===== src/rtl/mul_pkg.sv =====
// Shared types and sizing helpers for the digit-serial multiplier.
package mul_pkg;

    typedef enum logic [1:0] {
        IDLE,
        RUN,
        DONE
    } state_t;

    function automatic int digits_of(input int width);
        return width / 2;
    endfunction

    function automatic int cnt_width(input int digits);
        return (digits > 1) ? $clog2(digits) : 1;
    endfunction

endpackage


===== src/rtl/mul_digit_serial_cell.sv =====
// Exact 2x2 unsigned multiplier cell, purely combinational.
module mul2x2_cell (
    input  logic [1:0] a,
    input  logic [1:0] b,
    output logic [3:0] p
);

    assign p = ({2'b00, a} & {4{b[0]}})
             + ({1'b0, a, 1'b0} & {4{b[1]}});

endmodule


===== src/rtl/mul_digit_serial.sv =====
// Unsigned WIDTHxWIDTH multiplier consuming B one 2-bit digit per cycle,
// with valid/ready handshakes on both sides.
module mul_digit_serial
    import mul_pkg::*;
#(
    parameter int WIDTH      = 8,
    parameter bit EARLY_EXIT = 1'b1
) (
    input  logic               clk,
    input  logic               rst_n,
    input  logic               in_valid,
    output logic               in_ready,
    input  logic [WIDTH-1:0]   a,
    input  logic [WIDTH-1:0]   b,
    output logic               out_valid,
    input  logic               out_ready,
    output logic [2*WIDTH-1:0] p,
    output logic               busy
);

    localparam int DIGITS = digits_of(WIDTH);
    localparam int CW     = cnt_width(DIGITS);
    localparam int PW     = 2 * WIDTH;
    localparam int RW     = WIDTH + 2;

    if ((WIDTH % 2) != 0 || WIDTH < 4 || WIDTH > 32) begin : g_bad_width
        $error("mul_digit_serial: WIDTH must be even and in 4..32");
    end

    state_t          state_q, state_d;
    logic [WIDTH-1:0] a_q, a_d;
    logic [WIDTH-1:0] b_sh_q, b_sh_d;
    logic [PW-1:0]   acc_q, acc_d;
    logic [CW-1:0]   cnt_q, cnt_d;
    logic            out_valid_q, out_valid_d;
    logic [PW-1:0]   p_q, p_d;

    logic [3:0]      cell_p [DIGITS];
    logic [RW-1:0]   row;
    logic [PW-1:0]   row_sh;
    logic            last;

    for (genvar k = 0; k < DIGITS; k++) begin : g_row
        mul2x2_cell u_cell (
            .a (a_q[2*k+1:2*k]),
            .b (b_sh_q[1:0]),
            .p (cell_p[k])
        );
    end

    always_comb begin
        row = '0;
        for (int k = 0; k < DIGITS; k++) begin
            row = row + (RW'(cell_p[k]) << (2 * k));
        end
    end

    // Row weight is 4^cnt: the digit index scales the row by 2*cnt bits.
    assign row_sh = PW'(row) << {cnt_q, 1'b0};

    assign last = (cnt_q == CW'(DIGITS - 1))
               || (EARLY_EXIT && ((b_sh_q >> 2) == '0));

    always_comb begin
        state_d     = state_q;
        a_d         = a_q;
        b_sh_d      = b_sh_q;
        acc_d       = acc_q;
        cnt_d       = cnt_q;
        out_valid_d = out_valid_q;
        p_d         = p_q;
        unique case (state_q)
            IDLE: begin
                if (in_valid) begin
                    a_d     = a;
                    b_sh_d  = b;
                    acc_d   = '0;
                    cnt_d   = '0;
                    state_d = RUN;
                end
            end
            RUN: begin
                acc_d  = acc_q + row_sh;
                b_sh_d = b_sh_q >> 2;
                cnt_d  = cnt_q + CW'(1);
                if (last) begin
                    state_d     = DONE;
                    out_valid_d = 1'b1;
                    p_d         = acc_d;
                end
            end
            DONE: begin
                if (out_ready) begin
                    state_d     = IDLE;
                    out_valid_d = 1'b0;
                end
            end
            default: state_d = IDLE;
        endcase
    end

    always_ff @(posedge clk or negedge rst_n) begin
        if (!rst_n) begin
            state_q     <= IDLE;
            a_q         <= '0;
            b_sh_q      <= '0;
            acc_q       <= '0;
            cnt_q       <= '0;
            out_valid_q <= 1'b0;
            p_q         <= '0;
        end else begin
            state_q     <= state_d;
            a_q         <= a_d;
            b_sh_q      <= b_sh_d;
            acc_q       <= acc_d;
            cnt_q       <= cnt_d;
            out_valid_q <= out_valid_d;
            p_q         <= p_d;
        end
    end

    assign in_ready  = (state_q == IDLE);
    assign busy      = (state_q != IDLE);
    assign out_valid = out_valid_q;
    assign p         = p_q;

endmodule


===== config.mk =====
export PLATFORM = sky130hd
export DESIGN_NAME = mul_digit_serial
export DESIGN_NICKNAME = d
export VERILOG_FILES = /design/src/rtl/mul_pkg.sv /design/src/rtl/mul_digit_serial_cell.sv /design/src/rtl/mul_digit_serial.sv
export SDC_FILE = /design/constraint.sdc
export NUM_CORES = 1
export LEC_CHECK = 0
export BUFFER_PORTS_ARGS = -buffer_cell sky130_fd_sc_hd__buf_2
export CAP_MARGIN = 0
export CORE_MARGIN = 5
export CORE_UTILIZATION = 59
export CTS_CLUSTER_DIAMETER = 40
export CTS_CLUSTER_SIZE = 8
export DETAILED_ROUTE_END_ITERATION = 10
export PLACE_DENSITY = 0.8
export SLEW_MARGIN = 40
export SYNTH_ARGS = -nofsm -noshare
export SYNTH_HDL_FRONTEND = slang
export SYNTH_SLANG_ARGS = --single-unit

===== constraint.sdc =====
create_clock -name clk -period 5.3 [get_ports clk]
set_input_delay 0.795 -clock clk [delete_from_list [all_inputs] [get_ports clk]]
set_output_delay 0.795 -clock clk [all_outputs]
set_load 0.05 [all_outputs]

==> out/qor.yml, run 1 <==
cts_tree: "built"
synth-seq-area-share_pct: 37.6
root_buffer: "clkbuf_8"
maxCapViolations: 0
crit_type: "reg2reg"
synth_top_cell_area_share_pct: 37.6
synth_compound_gate_area_share_pct: 16.9
synth_area_leaders: "dfrtp_1 38%, ha_1 11%, nand2_1 8.4%"
end_kind: "flip-flop"
core-area_mm2: 0.00589
finalSetupViolations: 0
grt_pass1_vias: 2787
status: "finished, final reports clean"
cp.required_ps: 5540
post-route-min-period_ps: 4870
final_util_pct: 65.4
first_iter_violations: 226
io_pins: 39
postCtsResizedCells: 0
final_common_cell: "nand2_1"
path_clk_slew_ps: 90
initial_utilization_pct: 60.0
synth_edf_count: 0
hold_class: "reg2reg"
post_cts_buffers: 0
fp.dieArea_mm2: 0.00763
slew_headroom_pct: 52.8
routed_via_density: 5.67
grt-ovfl-total: 0
synth_cell_types: 56
rsz0062_at_grt: "false"
synth_top_family_by_area: "simple AND/OR/NAND/NOR gates"
diodes: 0
route.detailed.drc: 0
synth_xor_area_share_pct: 4.36
synthArstFlopShare_pct: 100
fin_skew_ps: 9.02
clk-insertion-delay-late_ps: 300
grt_max_degree: 54
dpl.hpwl_um: 5650
wl_um: 7560
drtAntennaViolNets: 0
drt-wirelength-per-cell_um: 14.8
h-tree-depth: 2
r2r-start: "b_sh_q[0]$_DFFE_PN0P_"
synth_flop_cell: "dfrtp_1"
yosys.area_share.simple_pct: 23.1
antenna_found_initial: 0
final_max_slew_viol_count: 0
netlist_area_mm2: 0.00353
synthMuxAreaShare_pct: 2.73
min_period_over_period_pct: 91.9
syn_inst: 404
ctsHoldBuffers: 0
clkSinkCount: 53
clk_path_buf_depth: 2
tns_ps: 0
synth_seq_cells: 53
place.gp.congestion: 0.941
grt_pass1_wl_um: 12700
portBuffers: 38
synthAdderAreaFrac_pct: 12.1
seq_area_mm2: 0.00133
cp_max_fo: 11
whs_ps: 488
rrSetupSlack_ps: 430
syn_area_per_cell_um2: 8.74
drtPass1Iterations: 4
arrival_ps: 5110
multi_input_area_mm2: 0.00209
syn_to_final_growth_pct: 9.07
synth_fp_nets: 457
grtUsageTotal_pct: 20.8
whs_endpoint: "p[4]$_DFFE_PN0P_"
yosysWarnings: 0
die_h_um: 87.4
fmax_mhz: 205
synth_top_cell_by_area: "dfrtp_1"
cp-start-kind: "flip-flop"
r2r_cells: 20
vias: 2894
die_w_um: 87.4
worstMarginPinSlew_ps: 708
hp-start: "p[4]$_DFFE_PN0P_"
hold_viol_final: 0
cts_buffers: 5
drive_above_1_share_pct: 12.9
std_cell_rows: 28
n_fill_cell: 504
r2r_end: "acc_q[15]$_DFFE_PN0P_"
layout_common_cells: "78 x nand2_1, 53 x dfrtp_1, 38 x buf_2, 31 x ha_1, 23 x nor2_1"
hold_depth: 2
nets: 488
[state kept, by name, indices dropped and copies added, names as in the netlist]
| signal | cells |
|---|---|
| out_valid | 1 |
| p | 16 |
| b_sh_q | 8 |
| a_q | 8 |
| state_q | 2 |
| cnt_q | 2 |
| acc_q | 16 |
[layer usage]
layer	global-route usage, %	wire (µm)	share of wire [%]	vias up
met2	34.2	3600	48	49
li1	-	-	-	1484
met3	2.93	218	2.9	8
met4	5.02	79	1.0	0
met1	29.0	3660	48	1353
met5	0	0	0	-
[cell families (layout without fill, tap and decap cells)]
group,count (synthesis),after routing
AO/OA/AOI/OAI,95,95
XOR/XNOR,16,16
adder cells (fa/ha/maj),33,33
buffers and inverters,27,58
flip-flops,53,53
multiplexers,9,9
AND/OR/NAND/NOR,171,171
[critical path: stages (launching register included)]
cell and delay (ps):
dfrtp_1 480, and2_1 180, ha_1 180, ha_1 290
ha_1 240, fa_1 410, a21o_1 170, a21oi_1 220
o21ai_1 90, a21oi_1 170, xnor2_1 180, mux2i_1 140
mux2i_1 220, ha_1 310, a21o_1 200, a21o_1 180
a221o_1 380, o21ai_2 160, a21oi_1 100, or4_1 420
nand3_1 110
[area by class of cell]
cell class	instances	area share (%)
Inverter	10	0.975
Sequential cell	53	34.4
Clock buffer	7	2.24
Multi-Input combinational cell	324	54.4
Tap cell	75	2.44
Timing Repair Buffer	41	5.52
[worst max-delay path by stage]
stage | startpoint | end | slack [ps]
after floorplan | b_sh_q[0]$_DFFE_PN0P_ | acc_q[15]$_DFFE_PN0P_ | 840
after global placement | b_sh_q[0]$_DFFE_PN0P_ | acc_q[15]$_DFFE_PN0P_ | 690
after detailed placement | b_sh_q[0]$_DFFE_PN0P_ | acc_q[15]$_DFFE_PN0P_ | 470
after CTS | b_sh_q[0]$_DFFE_PN0P_ | acc_q[15]$_DFFE_PN0P_ | 450
after global routing | b_sh_q[1]$_DFFE_PN0P_ | p[14]$_DFFE_PN0P_ | 140
final | b_sh_q[0]$_DFFE_PN0P_ | acc_q[15]$_DFFE_PN0P_ | 430
[Yosys cell counts (2+ instances only)]
cell type  number
buf_1           3
fa_1            2
nor2b_1         4
or3_1           2
a21o_1          6
o21a_1          3
nand2b_1        5
nand3_1        19
and2_1         20
a31oi_1         9
xor2_1          8
o31ai_1         2
dfrtp_1        53
a211oi_1        3
nand2_1        79
a22o_1          4
nor2_1         23
o21ai_0        11
inv_1          10
mux2_2          4
mux2i_1         4
clkbuf_1       12
a21oi_1        19
or4b_1          2
nor3b_1         3
a311oi_1        2
o21ai_1        22
ha_1           31
xnor2_1         7
and3_1          5
o211ai_1        2
[per-stage QoR]
| step | setup slack (ps) | instance area (µm²) | std cells |
|---|---|---|---|
| CTS | 445 | 3850 | 510 |
| floorplan | 839 | 3530 | 404 |
| global route | 143 | 3850 | 510 |
| global placement | 691 | 3760 | 503 |
| finish | 432 | 3850 | 510 |
| detailed placement | 467 | 3760 | 503 |
Power of run 1 is left out: the tool's default activity adds up to more than one toggle a clock period on the data nets, which glitch-free logic cannot reach.
==> run 2, diff against run 1 <==
--- a/config.mk
+++ b/config.mk
@@ -16,4 +16,5 @@
 export SLEW_MARGIN = 40
 export SYNTH_ARGS = -nofsm -noshare
 export SYNTH_HDL_FRONTEND = slang
+export SYNTH_HIERARCHICAL = 1
 export SYNTH_SLANG_ARGS = --single-unit
==> run 2 against run 1 <==
Net effect: first-iteration DRC count is 23% lower; maximum frequency is 1.6% higher; setup slack better by 76 ps; sequential share of layout area is 0.30 points higher; clock skew is 2.5 ps lower; via count is 5.7% lower; cell area is 0.78% lower; core utilization is 0.27 points higher; largest cell class unchanged; highest routed layer unchanged.
==> out/qor.yml, run 2 <==
clk-insertion-delay-late_ps: 310
crit_chain: "and2_1, ha_1, ha_1, ha_1, fa_1, a21o_1, a21oi_1, o21bai_1, a21oi_1, xnor2_1, mux2i_1, nor2b_1, ha_1, and3_1, a221o_1, a21o_1, nor2_2, xor3_1, mux2_2"
synth_area_leaders: "dfrtp_1 38%, ha_1 11%, o21ai_0 6.5%"
hold_class: "reg2reg"
arrival_ps: 5000
dpl.hpwl_um: 5090
nets: 448
fp.dieArea_mm2: 0.00752
synth_seq_cells: 53
power_density_mw_per_mm2: 681
grt-ovfl-total: 0
drtAntennaViolNets: 0
crit_path_top_delay_cell: "dfrtp_1"
grt_pass1_wl_um: 12200
path_clk_slew_ps: 100
drt-wirelength-per-cell_um: 15.0
synth_cell_types: 44
synth_fp_nets: 417
final_max_slew_viol_count: 0
layout_common_cells: "52 x dfrtp_1, 45 x o21ai_0, 38 x nand2_1, 38 x buf_2, 31 x ha_1"
route.detailed.drc: 0
io_pins: 39
place.gp.congestion: 0.878
post-route-min-period_ps: 4790
status: "finished, final reports clean"
yosysWarnings: 6
drive_above_1_share_pct: 17.2
crit_type: "reg2reg"
irDropWorstVdd_uv: 437
hold_viol_final: 0
synth_flop_cell: "dfrtp_1"
die_w_um: 86.7
synth_commonest_cells: "53 x dfrtp_1, 45 x o21ai_0, 39 x nand2_1"
synthArstFlopShare_pct: 100
antenna_found_initial: 0
wl_um: 7030
fmax_mhz: 209
root_buffer: "clkbuf_8"
synth-seq-area-share_pct: 38.2
cp.required_ps: 5500
vias: 2729
clk_path_buf_depth: 2
h-tree-depth: 2
cts_tree: "built"
grtUsageTotal_pct: 20.3
grt_pass1_vias: 2695
syn_area_per_cell_um2: 9.54
end_kind: "flip-flop"
portBuffers: 38
final_common_cell: "dfrtp_1"
worst_path_most_repeated_cell: "ha_1"
first_iter_violations: 175
finalSetupViolations: 0
slew_headroom_pct: 45.6
total_power_uw: 2600
min_period_over_period_pct: 90.4
tns_ps: 0
n_fill_cell: 486
syn_inst: 364
worstMarginPinSlew_ps: 816
p_leak_uw: 0.00195
post_cts_buffers: 0
rsz0062_at_grt: "false"
netlist_area_mm2: 0.00347
grt_max_degree: 54
cp_max_fo: 9
synth_top_cell_area_share_pct: 38.2
diodes: 0
synth_edf_count: 0
core-area_mm2: 0.00582
routed_via_density: 5.81
synth.most_common_cell: "dfrtp_1"
die_h_um: 86.7
syn_to_final_growth_pct: 10.0
cp-start-kind: "flip-flop"
drtPass1Iterations: 4
critPathMaxStageDelay_ps: 450
maxCapViolations: 0
initial_utilization_pct: 59.7
clkSinkCount: 53
std_cell_rows: 28
cts_buffers: 5
synth_top_cell_by_area: "dfrtp_1"
ctsHoldBuffers: 0
postCtsResizedCells: 0
fin_skew_ps: 6.55
## run 2: changes by cell type in the layout (fill, tap and decap cells not counted), moves of 4 or more
cell     previous run  this run
inv_1              10         6
nand2_1            78        38
nor2_1             23        12
a31oi_1             9         0
o21ai_1            22         0
mux2_2              4        11
a22o_1              4         0
mux2i_1             4        17
nand3_1            19        23
o21ai_0            11        45
## run 2: worst paths after layout
kind / start / end / slack [ps] / cells after the start
hold / removal: p[11]$_DFFE_PN0P_ / p[11]$_DFFE_PN0P_ / 480 / 2
max in group asynchronous: rst_n / cnt_q[0]$_DFFE_PN0P_ / 4230 / 2
setup reg to reg: b_sh_q[0]$_DFFE_PN0P_ / p[15]$_DFFE_PN0P_ / 510 / 19
setup / recovery: b_sh_q[0]$_DFFE_PN0P_ / p[15]$_DFFE_PN0P_ / 510 / 19
hold reg to reg: p[11]$_DFFE_PN0P_ / p[11]$_DFFE_PN0P_ / 480 / 2
min in group asynchronous: rst_n / p[13]$_DFFE_PN0P_ / 590 / 2
## run 2: area by class of cell
class / instances / area, µm² / area share, %
multi-input cells: 288 / 2060 / 53.8
flip-flops and latches: 53 / 1330 / 34.7
repair buffers: 41 / 213 / 5.57
well taps: 75 / 93.8 / 2.46
clock buffers: 5 / 68.8 / 1.80
clock inverters: 2 / 38.8 / 1.02
inverters: 6 / 22.5 / 0.589
## run 2: power breakdown
part | switching (µW) | internal, µW | leakage (µW)
sequential | 156 | 573 | 0.000678
combinational | 992 | 604 | 0.00121
clock | 137 | 140 | 0.0000546
total | 1290 | 1320 | 0.00195
## run 2: kinds of logic (layout without fill, tap and decap cells)
kind of cell	after synthesis	count (layout)	share of synthesized area [%]
AO/OA/AOI/OAI	98	98	17.5
XOR/XNOR	20	20	5.48
adder cells (fa/ha/maj)	33	33	12.3
buffers and inverters	23	54	2.74
flip-flops	53	53	38.2
multiplexers	28	28	8.47
AND/OR/NAND/NOR	109	109	15.3
## run 2: metrics by stage
stage / instance area [µm²] / instances / worst slack [ps] / hold slack, ps / utilization, %
4_1_cts: 3820 / 470 / 496 / 487 / 65.7
6_report: 3820 / 470 / 507 / 481 / 65.7
3_3_place_gp: 3710 / 463 / 740 / 456 / 63.7
2_1_floorplan: 3470 / 364 / 928 / 447 / -
5_1_grt: 3820 / 470 / 261 / 507 / 65.7
3_5_place_dp: 3710 / 463 / 547 / 465 / 63.8
## run 2: worst max-delay path: cells and delay by family, from the launching register on
kind	cells	cell delay, ps
adders and majority gates	5	1400
AOI/OAI and AO/OA	6	1280
DFF	1	450
muxes	2	380
xor gates and xnor gates	2	500
and+or+nand+nor	4	670
## run 2: per-layer routing
metal / share of wire, % / wire (µm) / GRT usage [%]
met1: 45 / 3130 / 27.1
met2: 50 / 3510 / 33.9
met3: 4.1 / 287 / 3.04
met4: 1.5 / 103 / 6.23
met5: 0 / 0 / 0
Note: power is estimated with default switching activity, not from simulation.
